$ cat src/rtl/risc_pkg.sv
// Shared defaults for the register file and helpers for the flat per-port read buses.
package risc_pkg;

  localparam int unsigned DefDataW = 32;
  localparam int unsigned DefAddrW = 5;
  localparam int unsigned DefNRead = 2;

  // Lowest bit of read port `port` in a bus packing `width` bits per port.
  function automatic int unsigned port_lsb(input int unsigned port, input int unsigned width);
    return port * width;
  endfunction

  function automatic int unsigned nreg(input int unsigned addr_w);
    return 32'd1 << addr_w;
  endfunction

endpackage

$ cat src/rtl/reg_scoreboard.sv
// Pending-destination scoreboard: one bit per register, reservation accept logic and a
// registered population count kept incrementally.
module reg_scoreboard
  import risc_pkg::*;
#(
  parameter int unsigned ADDR_W = DefAddrW
) (
  input  logic                   clk,
  input  logic                   rst,
  input  logic                   wr_en,
  input  logic [ADDR_W-1:0]      wr_addr,
  input  logic                   rsv_en,
  input  logic [ADDR_W-1:0]      rsv_addr,
  output logic                   rsv_ok,
  output logic [2**ADDR_W-1:0]   pend,
  output logic [ADDR_W:0]        pend_cnt
);

  localparam int unsigned NReg = 2 ** ADDR_W;
  localparam logic [ADDR_W:0] CntOne = 1;

  logic [NReg-1:0] pend_q, pend_d;
  logic [ADDR_W:0] cnt_q, cnt_d;
  logic            wr_hit, same_addr, cnt_inc, cnt_dec;

  always_comb begin
    wr_hit    = wr_en && (wr_addr != '0);
    rsv_ok    = rsv_en && (rsv_addr != '0) &&
                (!pend_q[rsv_addr] || (wr_en && (wr_addr == rsv_addr)));
    same_addr = wr_hit && rsv_ok && (wr_addr == rsv_addr);

    pend_d = pend_q;
    if (wr_hit) pend_d[wr_addr] = 1'b0;
    if (rsv_ok) pend_d[rsv_addr] = 1'b1;

    // A same-address clear is overridden by the set, so it never decrements.
    cnt_inc = rsv_ok && !pend_q[rsv_addr];
    cnt_dec = wr_hit && pend_q[wr_addr] && !same_addr;

    cnt_d = cnt_q;
    if (cnt_inc && !cnt_dec) begin
      cnt_d = cnt_q + CntOne;
    end else if (cnt_dec && !cnt_inc) begin
      cnt_d = cnt_q - CntOne;
    end
  end

  always_ff @(posedge clk or posedge rst) begin
    if (rst) begin
      pend_q <= '0;
      cnt_q  <= '0;
    end else begin
      pend_q <= pend_d;
      cnt_q  <= cnt_d;
    end
  end

  assign pend     = pend_q;
  assign pend_cnt = cnt_q;

  assert property (@(posedge clk) disable iff (rst) !pend_q[0]);
  assert property (@(posedge clk) disable iff (rst) int'(cnt_q) == $countones(pend_q));

endmodule

$ cat src/rtl/reg_file_sb.sv
// Multi-read-port register file with write-through bypass and a pending-destination
// scoreboard. Register 0 is hardwired to zero and can never be reserved.
module reg_file_sb
  import risc_pkg::*;
#(
  parameter int unsigned DATA_W = DefDataW,
  parameter int unsigned ADDR_W = DefAddrW,
  parameter int unsigned NREAD  = DefNRead
) (
  input  logic                      clk,
  input  logic                      rst,
  input  logic [NREAD-1:0]          rd_en,
  input  logic [NREAD*ADDR_W-1:0]   rd_addr,
  output logic [NREAD*DATA_W-1:0]   rd_data,
  output logic [NREAD-1:0]          rd_busy,
  input  logic                      wr_en,
  input  logic [ADDR_W-1:0]         wr_addr,
  input  logic [DATA_W-1:0]         wr_data,
  input  logic                      rsv_en,
  input  logic [ADDR_W-1:0]         rsv_addr,
  output logic                      rsv_ok,
  output logic [ADDR_W:0]           pend_cnt
);

  localparam int unsigned NReg = nreg(ADDR_W);

  logic [DATA_W-1:0] mem_q [NReg];
  logic [NReg-1:0]   pend;
  logic              wr_hit;

  assign wr_hit = wr_en && (wr_addr != '0);

  reg_scoreboard #(
    .ADDR_W (ADDR_W)
  ) u_scoreboard (
    .clk      (clk),
    .rst      (rst),
    .wr_en    (wr_en),
    .wr_addr  (wr_addr),
    .rsv_en   (rsv_en),
    .rsv_addr (rsv_addr),
    .rsv_ok   (rsv_ok),
    .pend     (pend),
    .pend_cnt (pend_cnt)
  );

  // Entry 0 is only ever reset, so it reads as zero without a separate mux leg.
  always_ff @(posedge clk or posedge rst) begin
    if (rst) begin
      for (int i = 0; i < int'(NReg); i++) begin
        mem_q[i] <= '0;
      end
    end else if (wr_hit) begin
      mem_q[wr_addr] <= wr_data;
    end
  end

  for (genvar p = 0; p < int'(NREAD); p++) begin : g_rd
    logic [ADDR_W-1:0] addr;
    logic              bypass;
    logic [DATA_W-1:0] data_d, data_q;
    logic              busy_d, busy_q;

    assign addr = rd_addr[port_lsb(p, ADDR_W) +: ADDR_W];

    always_comb begin
      bypass = wr_hit && (wr_addr == addr);
      data_d = mem_q[addr];
      busy_d = pend[addr];
      if (bypass) begin
        // The write clears the pending bit unless this edge's reservation re-arms it.
        data_d = wr_data;
        busy_d = rsv_ok && (rsv_addr == addr);
      end
    end

    always_ff @(posedge clk or posedge rst) begin
      if (rst) begin
        data_q <= '0;
        busy_q <= 1'b0;
      end else if (rd_en[p]) begin
        data_q <= data_d;
        busy_q <= busy_d;
      end
    end

    assign rd_data[port_lsb(p, DATA_W) +: DATA_W] = data_q;
    assign rd_busy[p] = busy_q;
  end

endmodule

$ cat config.mk
export PLATFORM = sky130hd
export DESIGN_NAME = reg_file_sb
export DESIGN_NICKNAME = d
export VERILOG_FILES = /design/src/rtl/risc_pkg.sv /design/src/rtl/reg_scoreboard.sv /design/src/rtl/reg_file_sb.sv
export SDC_FILE = /design/constraint.sdc
export NUM_CORES = 2
export LEC_CHECK = 0
export BUFFER_PORTS_ARGS = -buffer_cell sky130_fd_sc_hd__buf_2
export CAP_MARGIN = 5
export CORE_UTILIZATION = 57
export DETAILED_ROUTE_END_ITERATION = 8
export PLACE_DENSITY = 0.76
export SLEW_MARGIN = 15
export SYNTH_ARGS = -nofsm -noshare
export SYNTH_HDL_FRONTEND = slang
export SYNTH_HIERARCHICAL = 1
export SYNTH_SLANG_ARGS = --single-unit
$ cat constraint.sdc
create_clock -name clk -period 35.1 [get_ports clk]
set_input_delay 3.51 -clock clk [delete_from_list [all_inputs] [get_ports clk]]
set_output_delay 3.51 -clock clk [all_outputs]
set_load 0.01 [all_outputs]
==> results.yml <==
logic_synthesis:
  synthArstFlopShare_pct: 100
  synthTopCellsByArea: "dfrtp_1 46%, mux2_2 18%, mux4_2 18%"
  synthesis.area_um2: 60800
  netlist_instances: 4252
  yosysMostFrequentCell: "dfrtp_1"
  synth_edf_count: 0
  yosys-top-cells-count: "1,128 x dfrtp_1, 980 x mux2_2, 477 x mux4_2"
  syn-mean-instance-area_um2: 14.3
  netlist.area_leader.share_pct: 46.4
  ys_ff_latch: 1128
  synthFlopType: "dfrtp_1"
  ys_types: 67
  yosysTopAreaCell: "dfrtp_1"
  ys_warn_count: 6
  syn_nets: 4316
  ys_seq_area_share_pct: 46.4
pwr:
  leakage_nw: 28.9
  design_power_total_w: 0.00380
  cellPowerDensity_nw_per_um2: 57.5
  irDropWorstVdd_mv: 0.0419
setup_path:
  path_cells: "buf_2 -> mux4_2 -> a221o_1 -> a21oi_4 -> inv_2 -> o21ai_0 -> buf_2"
  crit_buf_inv: 3
  cp-end-kind: "output port"
  worst_setup_path_start_kind: "primary input"
  cp_top_family: "compound AO/OA/AOI/OAI gates"
  critical-path-slowest-cell: "mux4_2"
  crit_path_frequent_cell: "buf_2"
  worstPathMaxFanout: 24
  crit_type: "primary input to output port"
  cp.required_ps: 31590
  slowest_delay_ps: 590
  cp.arrival_ps: 5770
floorplan:
  start_util_pct: 57.6
  die_h_um: 329
  die_x_um: 329
  io_pins: 131
  die_area_um2: 108000
  num_rows: 119
  core_um2: 106000
global_routing:
  grt_first_pass_wirelength_mm: 269
  gr-total-overflow: 0
  grt_usage_pct: 34.0
  grt_antenna_before_repair: 5
  grt_max_degree: 179
  grt_pass1_vias: 40400
worst_hold_path:
  hold_class: "flop to flop"
drt:
  antenna_left: 0
  wl_mm: 181
  vias: 40000
  remaining_drc_errors: 30
  vias_per_cell: 7.13
  drt_first_pass_iters: 9
  routedWlPerCell_um: 32.3
  first_iter_violations: 4522
layout:
  drive_gt1_share_pct: 46.1
  area_delta_synth_final_pct: 8.67
  fin_nets: 4187
  fillers: 7650
  design_area_um2: 66100
clock_tree:
  cts_sinks: 1128
  postCtsSetupBuffers: 0
  cts_tree: "done"
  root_buffer: "clkbuf_16"
  clk_latency_ps: 720
  cts_resized: 0
  cts-htree-levels: 3
  cts_buffers: 116
  clk_pin_slew_ps: 60
  hold_buffers: 0
  cts_max_path_buffers: 3
sta:
  maxSlewViolCount: 0
  max-slew-margin-rel_pct: 15.7
  fmax_mhz: 108
  tightest_slew_ps: 1260
  finalSetupViolations: 0
  finClkSkew_ps: 37.3
  rsz0062_at_grt: "false"
  finalHoldViolCount: 0
  setup_tns_ps: 0
  hold_slack_ps: 390
  fin_crit_sh_pct: 26.4
  period_needed_ps: 9280
run_status:
  violations: "DRC"
  status: "complete, but fails checks"
job:
  drv_cap: 0
place:
  portBuffers: 130
  post_dp_cell_area_um2: 62100
  gp_congestion: 0.930
  hpwl_mm: 98.8
==> final cells by class <==
| type | count | area [um^2] | share of cell area, % |
|---|---|---|---|
| tap | 1391 | 1740 | 2.63 |
| sequential | 1128 | 28200 | 42.7 |
| timing repair buffer | 211 | 1350 | 2.05 |
| antenna | 3 | 7.51 | 0.0114 |
| clock buffer | 171 | 3440 | 5.21 |
| inverter | 21 | 91.3 | 0.138 |
| clock inverter | 43 | 523 | 0.792 |
| multi-input combinational | 2645 | 30700 | 46.4 |
==> state kept, by name (all words and copies together), names as in the netlist <==
| signal | count |
|---|---|
| u_scoreboard/pend_cnt | 6 |
| g_rd.data_q | 64 |
| mem_q | 1024 |
| u_scoreboard/pend | 32 |
| g_rd.busy_q | 2 |
==> through the flow <==
stage | worst slack [ps] | util (%) | instances
final | 25820 | 62.6 | 5613
after detailed placement | 25840 | 58.8 | 5396
after global placement | 25880 | 58.8 | 5396
after floorplan | 902 | - | 4252
after global routing | 25700 | 62.6 | 5611
after CTS | 25840 | 62.6 | 5610
==> report_power, final <==
part	total (W)	switching, W	internal [W]	leakage [nW]
clock	0.00128	0.000534	0.000750	1.96
combinational	0.000778	0.000327	0.000451	12.6
sequential	0.00173	0.000187	0.00155	14.4
total	0.00380	0.00105	0.00275	28.9
==> path summary, 6_finish.rpt <==
path	from	to	slack, ps	cells after the start
worst max-delay path	rsv_addr[1]	rsv_ok	25820	7
worst max register to register	u_scoreboard/pend[15]	u_scoreboard/pend_cnt[5]	31450	13
worst min register to register	mem_q[1015]	mem_q[1015]	390	0
min in group asynchronous	rst	u_scoreboard/pend_cnt[5]	2800	2
max in group asynchronous	rst	mem_q[494]	28170	6
worst min-delay path	mem_q[1015]	mem_q[1015]	390	0
==> cells in the final DEF, fill, tap and decap left out, types with 7 or more instances in the layout <==
master / synthesis / routed
dfrtp_1: 1128 / 1128
mux2_2: 980 / 980
mux4_2: 477 / 477
mux2i_1: 320 / 320
buf_2: 126 / 123
o21ai_0: 118 / 118
clkbuf_16: 0 / 117
nand2_1: 125 / 110
nor2_1: 102 / 84
buf_4: 35 / 80
a221oi_1: 71 / 71
a21oi_1: 66 / 66
a22oi_1: 57 / 57
a21o_1: 41 / 41
clkbuf_8: 0 / 31
nand3_1: 28 / 28
a221oi_2: 24 / 24
clkinv_2: 0 / 24
clkbuf_1: 249 / 23
o22ai_1: 21 / 21
nand3b_1: 19 / 19
nor2_4: 0 / 19
a31oi_1: 17 / 17
nor2b_1: 19 / 17
xnor2_1: 16 / 16
inv_1: 17 / 16
nor3_1: 14 / 14
xor2_1: 14 / 14
a211oi_1: 11 / 11
bufinv_16: 0 / 10
nand2b_1: 9 / 9
nand2_2: 0 / 8
nand2_4: 1 / 8
o32a_1: 8 / 8
a221o_1: 8 / 8
nor4_1: 9 / 7
==> routing by layer <==
layer	up-vias	track usage (%)	wire length (um)
met3	516	7.60	18400
met5	-	0	15
met1	21200	47.4	71300
li1	16100	-	-
met2	2238	51.9	83000
met4	2	14.3	8520
==> worst register-to-register path: stages, from the launching register on <==
cell	delay [ps]
dfrtp_1	420
mux4_2	490
and3_1	190
a31oi_1	370
a21oi_1	180
nor2_1	210
ha_1	280
inv_1	140
ha_1	300
a21o_1	100
a21oi_1	100
or4_1	490
nand3_1	140
xor2_1	160
==> cell families after synthesis <==
logic type	after synthesis	share of synthesized area, %
xor+xnor	30	0.432
buf+inv	479	3.51
mux	1777	41.1
flops	1128	46.4
compound gates	469	5.58
simple gates	363	2.81
fa+ha+maj	6	0.136
Note: power is estimated with default switching activity, not from simulation.
